**src/rtl/screen_sequencer.sv**
```systemverilog
// screen_sequencer: frame-aligned game-flow FSM.
// Owns screen select, run-enable, countdown, pause and end hold.
module screen_sequencer #(
  parameter int COUNT_FRAMES    = 60,
  parameter int COUNT_STEPS     = 3,
  parameter int END_HOLD_FRAMES = 120
) (
  input  logic       CLK,
  input  logic       RST,
  input  logic       frame_tick,
  input  logic       start_game,
  input  logic       reset_game,
  input  logic       pause_sw,
  input  logic       end_game,
  output logic [1:0] screen_sel,
  output logic       game_run,
  output logic       game_clear,
  output logic [1:0] count_val,
  output logic       paused
);

  typedef enum logic [2:0] {
    S_IDLE,
    S_COUNT,
    S_PLAY,
    S_PAUSE,
    S_OVER
  } state_t;

  localparam logic [7:0] FRAMES_M1 = 8'(COUNT_FRAMES - 1);
  localparam logic [7:0] HOLD_MAX  = 8'(END_HOLD_FRAMES);
  localparam logic [1:0] STEPS     = 2'(COUNT_STEPS);

  logic [1:0] r_start_sync;
  logic [1:0] r_reset_sync;
  logic [1:0] r_pause_sync;
  logic       r_start_d;
  logic       r_reset_d;
  logic       r_start_pend;
  logic       r_reset_pend;

  state_t     r_state;
  logic [7:0] r_frame_cnt;
  logic [7:0] r_hold_cnt;
  logic [1:0] r_step;
  logic [1:0] r_screen_sel;
  logic       r_game_run;
  logic       r_game_clear;
  logic [1:0] r_count_val;
  logic       r_paused;

  logic       w_start_edge;
  logic       w_reset_edge;
  logic       w_start_pend_nxt;
  logic       w_reset_pend_nxt;
  logic       w_pause;
  logic       w_hold_met;

  state_t     w_state_nxt;
  logic [7:0] w_frame_nxt;
  logic [7:0] w_hold_nxt;
  logic [1:0] w_step_nxt;
  logic       w_clear_nxt;
  logic [1:0] w_sel_nxt;

  assign w_start_edge = r_start_sync[1] & ~r_start_d;
  assign w_reset_edge = r_reset_sync[1] & ~r_reset_d;
  assign w_pause      = r_pause_sync[1];
  assign w_hold_met   = (r_hold_cnt >= HOLD_MAX);

  // An edge seen on the tick cycle survives into the next frame.
  assign w_start_pend_nxt = frame_tick ? w_start_edge
                                       : (r_start_pend | w_start_edge);
  assign w_reset_pend_nxt = frame_tick ? w_reset_edge
                                       : (r_reset_pend | w_reset_edge);

  // Synchronisers, edge registers and sticky pending flags.
  always_ff @(posedge CLK) begin
    if (!RST) begin
      r_start_sync <= '0;
      r_reset_sync <= '0;
      r_pause_sync <= '0;
      r_start_d    <= 1'b0;
      r_reset_d    <= 1'b0;
      r_start_pend <= 1'b0;
      r_reset_pend <= 1'b0;
    end else begin
      r_start_sync <= {r_start_sync[0], start_game};
      r_reset_sync <= {r_reset_sync[0], reset_game};
      r_pause_sync <= {r_pause_sync[0], pause_sw};
      r_start_d    <= r_start_sync[1];
      r_reset_d    <= r_reset_sync[1];
      r_start_pend <= w_start_pend_nxt;
      r_reset_pend <= w_reset_pend_nxt;
    end
  end

  // Next state, counters and output decode; moves only on frame_tick.
  always_comb begin
    w_state_nxt = r_state;
    w_frame_nxt = r_frame_cnt;
    w_hold_nxt  = r_hold_cnt;
    w_step_nxt  = r_step;
    w_clear_nxt = 1'b0;
    if (frame_tick) begin
      unique case (r_state)
        S_IDLE: begin
          if (!r_reset_pend && r_start_pend) begin
            w_state_nxt = S_COUNT;
            w_clear_nxt = 1'b1;
            w_step_nxt  = STEPS;
            w_frame_nxt = '0;
          end
        end
        S_COUNT: begin
          if (r_reset_pend) begin
            w_state_nxt = S_IDLE;
          end else if (r_frame_cnt == FRAMES_M1) begin
            w_frame_nxt = '0;
            if (r_step == 2'd1) begin
              w_step_nxt  = '0;
              w_state_nxt = S_PLAY;
            end else begin
              w_step_nxt = r_step - 2'd1;
            end
          end else begin
            w_frame_nxt = r_frame_cnt + 8'd1;
          end
        end
        S_PLAY: begin
          if (r_reset_pend) begin
            w_state_nxt = S_IDLE;
          end else if (end_game) begin
            w_state_nxt = S_OVER;
            w_hold_nxt  = '0;
          end else if (w_pause) begin
            w_state_nxt = S_PAUSE;
          end
        end
        S_PAUSE: begin
          if (r_reset_pend) begin
            w_state_nxt = S_IDLE;
          end else if (!w_pause) begin
            w_state_nxt = S_PLAY;
          end
        end
        S_OVER: begin
          if (w_hold_met && r_reset_pend) begin
            w_state_nxt = S_IDLE;
          end else if (w_hold_met && r_start_pend) begin
            w_state_nxt = S_COUNT;
            w_clear_nxt = 1'b1;
            w_step_nxt  = STEPS;
            w_frame_nxt = '0;
          end else if (!w_hold_met) begin
            w_hold_nxt = r_hold_cnt + 8'd1;
          end
        end
        default: w_state_nxt = S_IDLE;
      endcase
    end
    unique case (w_state_nxt)
      S_IDLE:  w_sel_nxt = 2'd0;
      S_OVER:  w_sel_nxt = 2'd2;
      default: w_sel_nxt = 2'd1;
    endcase
  end

  // State, counters and registered outputs.
  always_ff @(posedge CLK) begin
    if (!RST) begin
      r_state      <= S_IDLE;
      r_frame_cnt  <= '0;
      r_hold_cnt   <= '0;
      r_step       <= '0;
      r_screen_sel <= '0;
      r_game_run   <= 1'b0;
      r_game_clear <= 1'b0;
      r_count_val  <= '0;
      r_paused     <= 1'b0;
    end else begin
      r_state      <= w_state_nxt;
      r_frame_cnt  <= w_frame_nxt;
      r_hold_cnt   <= w_hold_nxt;
      r_step       <= w_step_nxt;
      r_screen_sel <= w_sel_nxt;
      r_game_run   <= (w_state_nxt == S_PLAY);
      r_game_clear <= w_clear_nxt;
      r_count_val  <= (w_state_nxt == S_COUNT) ? w_step_nxt : 2'd0;
      r_paused     <= (w_state_nxt == S_PAUSE);
    end
  end

  assign screen_sel = r_screen_sel;
  assign game_run   = r_game_run;
  assign game_clear = r_game_clear;
  assign count_val  = r_count_val;
  assign paused     = r_paused;

endmodule

```
**config.mk**
```make
export PLATFORM = sky130hd
export DESIGN_NAME = screen_sequencer
export DESIGN_NICKNAME = d
export VERILOG_FILES = /design/src/rtl/screen_sequencer.sv
export SDC_FILE = /design/constraint.sdc
export NUM_CORES = 1
export LEC_CHECK = 0
export BUFFER_PORTS_ARGS = -buffer_cell sky130_fd_sc_hd__buf_2
export CAP_MARGIN = 40
export CELL_PAD_IN_SITES_DETAIL_PLACEMENT = 1
export CELL_PAD_IN_SITES_GLOBAL_PLACEMENT = 1
export CORE_MARGIN = 2
export CORE_UTILIZATION = 51
export CTS_BUF_LIST = sky130_fd_sc_hd__clkbuf_2
export CTS_CLUSTER_DIAMETER = 30
export DETAILED_ROUTE_END_ITERATION = 7
export PLACE_DENSITY_LB_ADDON = 0.3
export SETUP_SLACK_MARGIN = 0.15
export SKIP_CTS_REPAIR_TIMING = 1
export SYNTH_ARGS = -nofsm -noshare
export SYNTH_HDL_FRONTEND = slang
export SYNTH_SLANG_ARGS = --single-unit
export TNS_END_PERCENT = 5
```
**constraint.sdc**
```tcl
create_clock -name CLK -period 2.6 [get_ports CLK]
set_clock_uncertainty 0.05 [all_clocks]
set_input_delay 0.26 -clock CLK [delete_from_list [all_inputs] [get_ports CLK]]
set_output_delay 0.26 -clock CLK [all_outputs]
set_load 0.02 [all_outputs]
```
==> impl_table.tex, run 1 <==
\begin{tabular}{lr}
\hline
Metric & Value \\
\hline
\multicolumn{2}{l}{\textbf{Outcome}} \\
Result of the run & complete, no violations \\
\multicolumn{2}{l}{\textbf{STA}} \\
Setup total negative slack & 0 ns \\
Total count of hold-check failures in the final report & 0 \\
Least-Margin Pin Slew & $\sim$0.78 ns \\
Final Critical Period & roughly 2.2 ns \\
RSZ-0062 raised after global routing & false \\
Smallest setup slack after layout & approximately 0.45 ns \\
Final max-slew violation count & 0 \\
Max Clk Rate & between 400 and 500 MHz \\
Final setup violation count & 0 \\
Final period util & between 80\% and 90\% \\
Max transition margin & between 40 and 50\% \\
\multicolumn{2}{l}{\textbf{Drt}} \\
Total wirelength of the detailed-routed design & between 4000 and 5000 um \\
Pre-antenna DRT Iters & 5 \\
Routed length per instance & around 18 um \\
Number of remaining DRC errors & 0 \\
Antenna Violating Nets Remaining & 0 \\
Vias per std cell & 6.18 \\
Vias & approximately 1.6k \\
First DRT Iteration DRCs & $\sim$120 \\
\multicolumn{2}{l}{\textbf{GRT}} \\
Maximum number of pins on one net before global-route repair & 24 \\
Global-route wire length before repair & a little under 8000 um \\
Total global routing overflow & 0 \\
Number of antenna violations at the first check in global routing & 0 \\
Vias in the first global route & roughly 1.6k \\
Global router's overall resource usage & about a quarter \\
\multicolumn{2}{l}{\textbf{Pwr}} \\
Seq pwr share & between 50 and 60\% \\
Cell internal power dissipation & approximately 0.89 mW \\
Switching power summed over all nets & between 0.2 and 0.3 mW \\
Fraction of power consumed by combinational cells & under 10\% \\
Max VDD drop & approximately 0.00032 V \\
Clock power share & 39.6\% \\
PwrDens & between 500 and 600 mW/mm\^{}2 \\
Switching Share & around 23\% \\
Leakage component of the power & approximately 0.72 nW \\
\multicolumn{2}{l}{\textbf{Place}} \\
Port Buffer Count & 13 \\
Pre-CTS setup slack & between 0.5 and 0.6 ns \\
Gp weighted congestion & between 0.8 and 0.9 \\
Number of placed cells counting well taps & 252 \\
Detailed placer's ending HPWL & about 3100 um \\
\multicolumn{2}{l}{\textbf{Floorplanning}} \\
Number of cell rows & 21 \\
DIE AREA & between 0.004 and 0.005 sq mm \\
Top-Level Pins & 14 \\
Horizontal die dimension & 64.4 um \\
Initial standard-cell utilization of the core & 54.4\% \\
Total core area & roughly 0.0034 sq mm \\
Die Y & roughly 64 um \\
\multicolumn{2}{l}{\textbf{Synthesis}} \\
Yosys reg bits & 38 \\
Seq/Total Area, Yosys & 40.9\% \\
Yosys top cell by area & sky130\_fd\_sc\_hd\_\_dfxtp\_1 \\
Synth top area cells & sky130\_fd\_sc\_hd\_\_dfxtp\_1 41\%, sky130\_fd\_sc\_hd\_\_o21ai\_0 3.5\%, sky130\_fd\_sc\_hd\_\_o221a\_2 3.0\%, sky130\_fd\_sc\_hd\_\_a21oi\_1 2.7\%, sky130\_fd\_sc\_hd\_\_and2\_1 2.7\% \\
Syn. warnings & 0 \\
Synthesized instance count & $\sim$200 \\
Netlist area before placement & approximately 0.0019 sq mm \\
Number of nets produced by synthesis & 214 \\
Number of distinct library cell variants in the gate-level netlist after synthesis & 55 \\
Yosys top cell area share & about 40\% \\
Ys flop type & sky130\_fd\_sc\_hd\_\_dfxtp\_1 \\
Post-synthesis average cell area & $\sim$9 sq um \\
Share of flip-flops with an asynchronous set or reset after synthesis & 0\% \\
Number of enable flip-flop cells after synthesis & 0 \\
\multicolumn{2}{l}{\textbf{Setup path}} \\
Destination of the worst register-to-register timing path & game\_run \\
Worst Path Arrival & around 2.4 ns \\
Startpoint type of the worst setup path & flip-flop \\
Crit path launch & r\_frame\_cnt[0] \\
Origin of the critical flop-to-flop path & r\_frame\_cnt[0] \\
Critical path data required time & between 2 and 3 ns \\
Crit Path Class & flip-flop to flip-flop \\
Capture point of the worst path & game\_run \\
Reg-to-reg slack, setup & roughly 0.45 ns \\
Worst setup EP type & flip-flop \\
R2r worst-path depth & 5 \\
Critical Path Fanout Max & 7 \\
\multicolumn{2}{l}{\textbf{CTS}} \\
Clock tree from TritonCTS & yes \\
Source-to-sink clock delay at the later pin of the worst-skew pair & $\sim$0.4 ns \\
Maximum clock insertion buffer count & 2 \\
H-tree level count & 2 \\
Cell chosen for the clock root & sky130\_fd\_sc\_hd\_\_clkbuf\_2 \\
Number of buffers created by CTS & 5 \\
Register clock-pin slew on the reported worst setup and hold paths & roughly 0.2 ns \\
Clock Sink Count & 38 \\
\multicolumn{2}{l}{\textbf{Run}} \\
Number of max-cap violations & 0 \\
\multicolumn{2}{l}{\textbf{Cells and area}} \\
\# nets final & between 200 and 250 \\
Area overhead of the layout relative to synthesis & 10.3\% \\
Number of antenna diodes & 0 \\
Share of the core filled with cells & roughly 60\% \\
Final standard cell count with taps included and fillers excluded & about 260 \\
Proportion of layout cells with a drive suffix above 1 & a little under a fifth \\
\multicolumn{2}{l}{\textbf{Hold path}} \\
Hold WC Path Type & primary input to flip-flop \\
\hline
\end{tabular}
[sequential cells by signal, indices dropped and copies added, names as in the netlist]
| register | count |
|---|---|
| count_val | 2 |
| game_clear | 1 |
| game_run | 1 |
| paused | 1 |
| r_frame_cnt | 8 |
| r_hold_cnt | 8 |
| r_pause_sync | 2 |
| r_reset_d | 1 |
| r_reset_pend | 1 |
| r_reset_sync | 2 |
| r_start_d | 1 |
| r_start_pend | 1 |
| r_start_sync | 2 |
| r_state | 3 |
| r_step | 2 |
| screen_sel | 2 |
[final cells by class]
type                       instances  area [sq um]
sequential                        38           761
clock buffer                       5          25.0
multi-input combinational        142          1010
timing repair buffer              15          85.1
clock inverter                     3          63.8
fill                             407          1370
tap                               46          57.6
inverter                          13          48.8
[power by group through the flow]
stage / Sequential [mW] / Clock [mW] / Combinational [mW]
after floorplan: 0.614 / 0 / 0.0653
after global routing: 0.606 / 0.488 / 0.100
after CTS: 0.604 / 0.465 / 0.0839
after global placement: 0.615 / 0 / 0.0789
after detailed placement: 0.616 / 0 / 0.0827
final: 0.604 / 0.456 / 0.0911
[logic make-up (layout without fill, tap and decap cells)]
family                   count (synthesis)  in the layout  synth area share, %
AO/OA/AOI/OAI                           55             55                 22.3
AND/OR/NAND/NOR                         83             83                 28.9
flip-flops                              38             38                 40.9
buffers and inverters                   23             36                 5.18
adder cells (fa/ha/maj)                  4              4                 2.69
[cells in the final DEF, fill, tap and decap left out, drive strengths merged, types with 2 or more instances in the layout]
cell | netlist | final
nand4 | 2 | 2
o2111ai | 2 | 2
o41ai | 2 | 2
buf | 3 | 13
o221a | 5 | 5
o31ai | 2 | 2
and3 | 3 | 3
nand2b | 8 | 8
nand2 | 10 | 10
a21oi | 11 | 11
a2111oi | 2 | 2
or3 | 3 | 3
or4 | 5 | 5
nor4b | 2 | 2
nor3b | 2 | 2
inv | 13 | 13
dfxtp | 38 | 38
ha | 4 | 4
o21ai | 14 | 14
dlygate4sd3 | 0 | 2
and2 | 8 | 8
nor4 | 3 | 3
or4b | 4 | 4
and3b | 2 | 2
bufinv | 0 | 2
a211oi | 3 | 3
nand3 | 6 | 6
nor2 | 8 | 8
a31oi | 4 | 4
nor3 | 5 | 5
nor4bb | 2 | 2
or2 | 2 | 2
and2b | 2 | 2
or3b | 2 | 2
clkbuf | 7 | 5
[metal layers]
metal  part of all wire [%]  up-vias  wire length, um  GRT usage [%]
met5                      0        -                0              0
met4                    1.7        0               79           8.78
met3                    5.1       11              234           6.34
met2                     49       46             2270           38.7
met1                     44      783             2050           30.3
li1                       -      778                -              -
[through the flow]
stage	area (sq um)	hold slack, ns	total power [mW]
2_1_floorplan	1860	0.337	0.679
3_3_place_gp	1930	0.365	0.694
3_5_place_dp	1930	0.376	0.698
4_1_cts	2020	-0.000112	1.15
5_1_grt	2050	0.00288	1.19
6_report	2050	0.0208	1.15
[worst min-delay path by stage]
stage | start | to | slack (ns) | cells past startpoint
final | reset_game | r_reset_sync[0] | 0.02 | 2
after global routing | reset_game | r_reset_sync[0] | 0.003 | 2
after CTS | reset_game | r_reset_sync[0] | -0.0001 | 2
after detailed placement | r_start_sync[0] | r_start_sync[1] | 0.38 | 1
after global placement | r_reset_sync[0] | r_reset_sync[1] | 0.37 | 1
after floorplan | pause_sw | r_pause_sync[0] | 0.34 | 1
[worst max-delay path, stage by stage, from the launching register on]
cell	delay, ns
sky130_fd_sc_hd__dfxtp_1	0.44
sky130_fd_sc_hd__ha_1	0.25
sky130_fd_sc_hd__nor4bb_1	0.46
sky130_fd_sc_hd__a31oi_1	0.23
sky130_fd_sc_hd__a211oi_4	0.37
sky130_fd_sc_hd__nor4b_1	0.26
[cell usage after synthesis, types with 2 or more instances]
| cell | instances |
|---|---|
| sky130_fd_sc_hd__dfxtp_1 | 38 |
| sky130_fd_sc_hd__inv_1 | 13 |
| sky130_fd_sc_hd__o21ai_0 | 13 |
| sky130_fd_sc_hd__a21oi_1 | 10 |
| sky130_fd_sc_hd__nand2_1 | 10 |
| sky130_fd_sc_hd__and2_1 | 8 |
| sky130_fd_sc_hd__nand2b_1 | 8 |
| sky130_fd_sc_hd__nor2_1 | 8 |
| sky130_fd_sc_hd__clkbuf_1 | 7 |
| sky130_fd_sc_hd__nand3_1 | 6 |
| sky130_fd_sc_hd__nor3_1 | 5 |
| sky130_fd_sc_hd__o221a_2 | 5 |
| sky130_fd_sc_hd__or4_1 | 5 |
| sky130_fd_sc_hd__a31oi_1 | 4 |
| sky130_fd_sc_hd__ha_1 | 4 |
| sky130_fd_sc_hd__and3_1 | 3 |
| sky130_fd_sc_hd__or3_1 | 3 |
| sky130_fd_sc_hd__or4b_1 | 3 |
| sky130_fd_sc_hd__a2111oi_2 | 2 |
| sky130_fd_sc_hd__a211oi_2 | 2 |
| sky130_fd_sc_hd__and2b_1 | 2 |
| sky130_fd_sc_hd__and3b_1 | 2 |
| sky130_fd_sc_hd__buf_2 | 2 |
| sky130_fd_sc_hd__nand4_1 | 2 |
| sky130_fd_sc_hd__nor3b_1 | 2 |
| sky130_fd_sc_hd__nor4_1 | 2 |
| sky130_fd_sc_hd__nor4bb_1 | 2 |
| sky130_fd_sc_hd__o2111ai_1 | 2 |
| sky130_fd_sc_hd__o31ai_1 | 2 |
| sky130_fd_sc_hd__o41ai_1 | 2 |
| sky130_fd_sc_hd__or2_2 | 2 |
(Power assumes the default switching activity.)
==> inputs of run 2 (changes only) <==
--- a/config.mk
+++ b/config.mk
@@ -10,7 +10,7 @@
 export CELL_PAD_IN_SITES_DETAIL_PLACEMENT = 1
 export CELL_PAD_IN_SITES_GLOBAL_PLACEMENT = 1
 export CORE_MARGIN = 2
-export CORE_UTILIZATION = 51
+export CORE_UTILIZATION = 47
 export CTS_BUF_LIST = sky130_fd_sc_hd__clkbuf_2
 export CTS_CLUSTER_DIAMETER = 30
 export DETAILED_ROUTE_END_ITERATION = 7
==> constraint.sdc (replaced) <==
create_clock -name CLK -period 2.2 [get_ports CLK]
set_clock_uncertainty 0.05 [all_clocks]
set_input_delay 0.22 -clock CLK [delete_from_list [all_inputs] [get_ports CLK]]
set_output_delay 0.22 -clock CLK [all_outputs]
set_load 0.02 [all_outputs]
==> impl_table.tex, run 2 (synthesis gave the netlist of run 1 again) <==
\begin{tabular}{lr}
\hline
Metric & Value \\
\hline
\multicolumn{2}{l}{\textbf{Setup path}} \\
Critical Path Fanout Max & 10 \\
Crit Path Class & flip-flop to flip-flop \\
Worst Path Arrival & 2.37 ns \\
Startpoint type of the worst setup path & flip-flop \\
Worst setup EP type & flip-flop \\
Critical path data required time & about 2.4 ns \\
\multicolumn{2}{l}{\textbf{STA}} \\
Max Clk Rate & about 470 MHz \\
Max transition margin & between 60\% and 70\% \\
Final setup violation count & 0 \\
Least-Margin Pin Slew & just under 0.5 ns \\
Final Critical Period & around 2.1 ns \\
Final period util & a little over nine tenths \\
Smallest setup slack after layout & $\sim$0.06 ns \\
Total count of hold-check failures in the final report & 0 \\
Final max-slew violation count & 0 \\
Setup total negative slack & 0 ns \\
RSZ-0062 raised after global routing & true \\
\multicolumn{2}{l}{\textbf{Drt}} \\
Antenna Violating Nets Remaining & 0 \\
Total wirelength of the detailed-routed design & 4830 um \\
Routed length per instance & between 15 and 20 um \\
Vias per std cell & 6.11 \\
Vias & between 1.5k and 2k \\
Pre-antenna DRT Iters & 4 \\
First DRT Iteration DRCs & 100 \\
Number of remaining DRC errors & 0 \\
\multicolumn{2}{l}{\textbf{GRT}} \\
Maximum number of pins on one net before global-route repair & 24 \\
Vias in the first global route & approximately 1.7k \\
Total global routing overflow & 0 \\
Global router's overall resource usage & a little under a quarter \\
Number of antenna violations at the first check in global routing & 0 \\
Global-route wire length before repair & about 7900 um \\
\multicolumn{2}{l}{\textbf{CTS}} \\
Clock tree from TritonCTS & yes \\
Register clock-pin slew on the reported worst setup and hold paths & 0.19 ns \\
Number of buffers created by CTS & 5 \\
Clock Sink Count & 38 \\
H-tree level count & 2 \\
Maximum clock insertion buffer count & 2 \\
Source-to-sink clock delay at the later pin of the worst-skew pair & approximately 0.37 ns \\
Cell chosen for the clock root & sky130\_fd\_sc\_hd\_\_clkbuf\_2 \\
\multicolumn{2}{l}{\textbf{Pwr}} \\
Leakage component of the power & approximately 0.75 nW \\
Total Power & roughly 1.3 mW \\
Max VDD drop & approximately 0.00037 V \\
PwrDens & slightly below 600 mW/mm\^{}2 \\
\multicolumn{2}{l}{\textbf{Place}} \\
Gp weighted congestion & about 0.83 \\
Pre-CTS setup slack & 0.0882 ns \\
Detailed placer's ending HPWL & roughly 3400 um \\
Port Buffer Count & 13 \\
Number of placed cells counting well taps & approximately 260 \\
\multicolumn{2}{l}{\textbf{Floorplanning}} \\
Top-Level Pins & 14 \\
Horizontal die dimension & around 67 um \\
Die Y & around 67 um \\
Total core area & about 0.0037 sq mm \\
Initial standard-cell utilization of the core & 49.7\% \\
DIE AREA & $\sim$0.0045 sq mm \\
Number of cell rows & 22 \\
\multicolumn{2}{l}{\textbf{Hold path}} \\
Hold WC Path Type & primary input to flip-flop \\
\multicolumn{2}{l}{\textbf{Cells and area}} \\
Final standard cell count with taps included and fillers excluded & 270 \\
Largest regs & r\_frame\_cnt x8, r\_hold\_cnt x8, r\_state x3 \\
Most common cell after layout, fill and taps aside & sky130\_fd\_sc\_hd\_\_dfxtp\_1 \\
Share of the core filled with cells & 56.8\% \\
Number of antenna diodes & 0 \\
Filler cell count & approximately 450 \\
\# nets final & 232 \\
Most frequent cells in the layout & 36 x sky130\_fd\_sc\_hd\_\_dfxtp\_1, 13 x sky130\_fd\_sc\_hd\_\_inv\_1, 13 x sky130\_fd\_sc\_hd\_\_o21ai\_0, 13 x sky130\_fd\_sc\_hd\_\_buf\_2 \\
Area overhead of the layout relative to synthesis & 14.3\% \\
Proportion of layout cells with a drive suffix above 1 & approximately a quarter \\
\multicolumn{2}{l}{\textbf{Run}} \\
Number of max-cap violations & 0 \\
\multicolumn{2}{l}{\textbf{Outcome}} \\
Result of the run & complete, no violations \\
\hline
\end{tabular}
run 2: stage by stage:
step           area (sq um)  hold slack [ns]
2_1_floorplan          1860            0.297
3_3_place_gp           1950            0.364
3_5_place_dp           1950            0.374
4_1_cts                2020          -0.0392
5_1_grt                2120            0.188
6_report               2120            0.230
run 2: layer usage:
metal  global-route usage (%)  up-vias  part of all wire (%)
li1                         -      794                     -
met1                     29.1      812                    45
met2                     40.4       36                    50
met3                     4.73        9                   3.5
met4                     7.14        0                   1.6
met5                        0        -                     0
run 2: cell type report:
class,instances,area (sq um),share of cell area (%)
multi-input combinational,142,1050,49.6
sequential,38,763,35.9
timing repair buffer,21,133,6.24
tap,48,60.1,2.83
inverter,13,48.8,2.30
clock inverter,3,40.0,1.88
clock buffer,5,25.0,1.18
run 2: worst paths after layout:
kind	startpoint	end	slack, ns	cells after the start
worst max register to register	r_reset_pend	count_val[1]	0.06	4
worst min-delay path	RST	r_frame_cnt[3]	0.23	2
worst max-delay path	r_reset_pend	count_val[1]	0.06	4
worst min register to register	r_pause_sync[0]	r_pause_sync[1]	0.41	1
run 2: report_power, final:
part,total (mW),switching (mW),internal (mW)
combinational,0.126,0.0714,0.0551
clock,0.417,0.228,0.189
sequential,0.714,0.0111,0.703
run 2: critical path, cell delays in order, from the launching register on:
cell                        delay (ns)
sky130_fd_sc_hd__dfxtp_1          0.46
sky130_fd_sc_hd__or4b_1           0.60
sky130_fd_sc_hd__a21oi_2          0.25
sky130_fd_sc_hd__o2111ai_1        0.26
sky130_fd_sc_hd__a2111oi_2        0.43
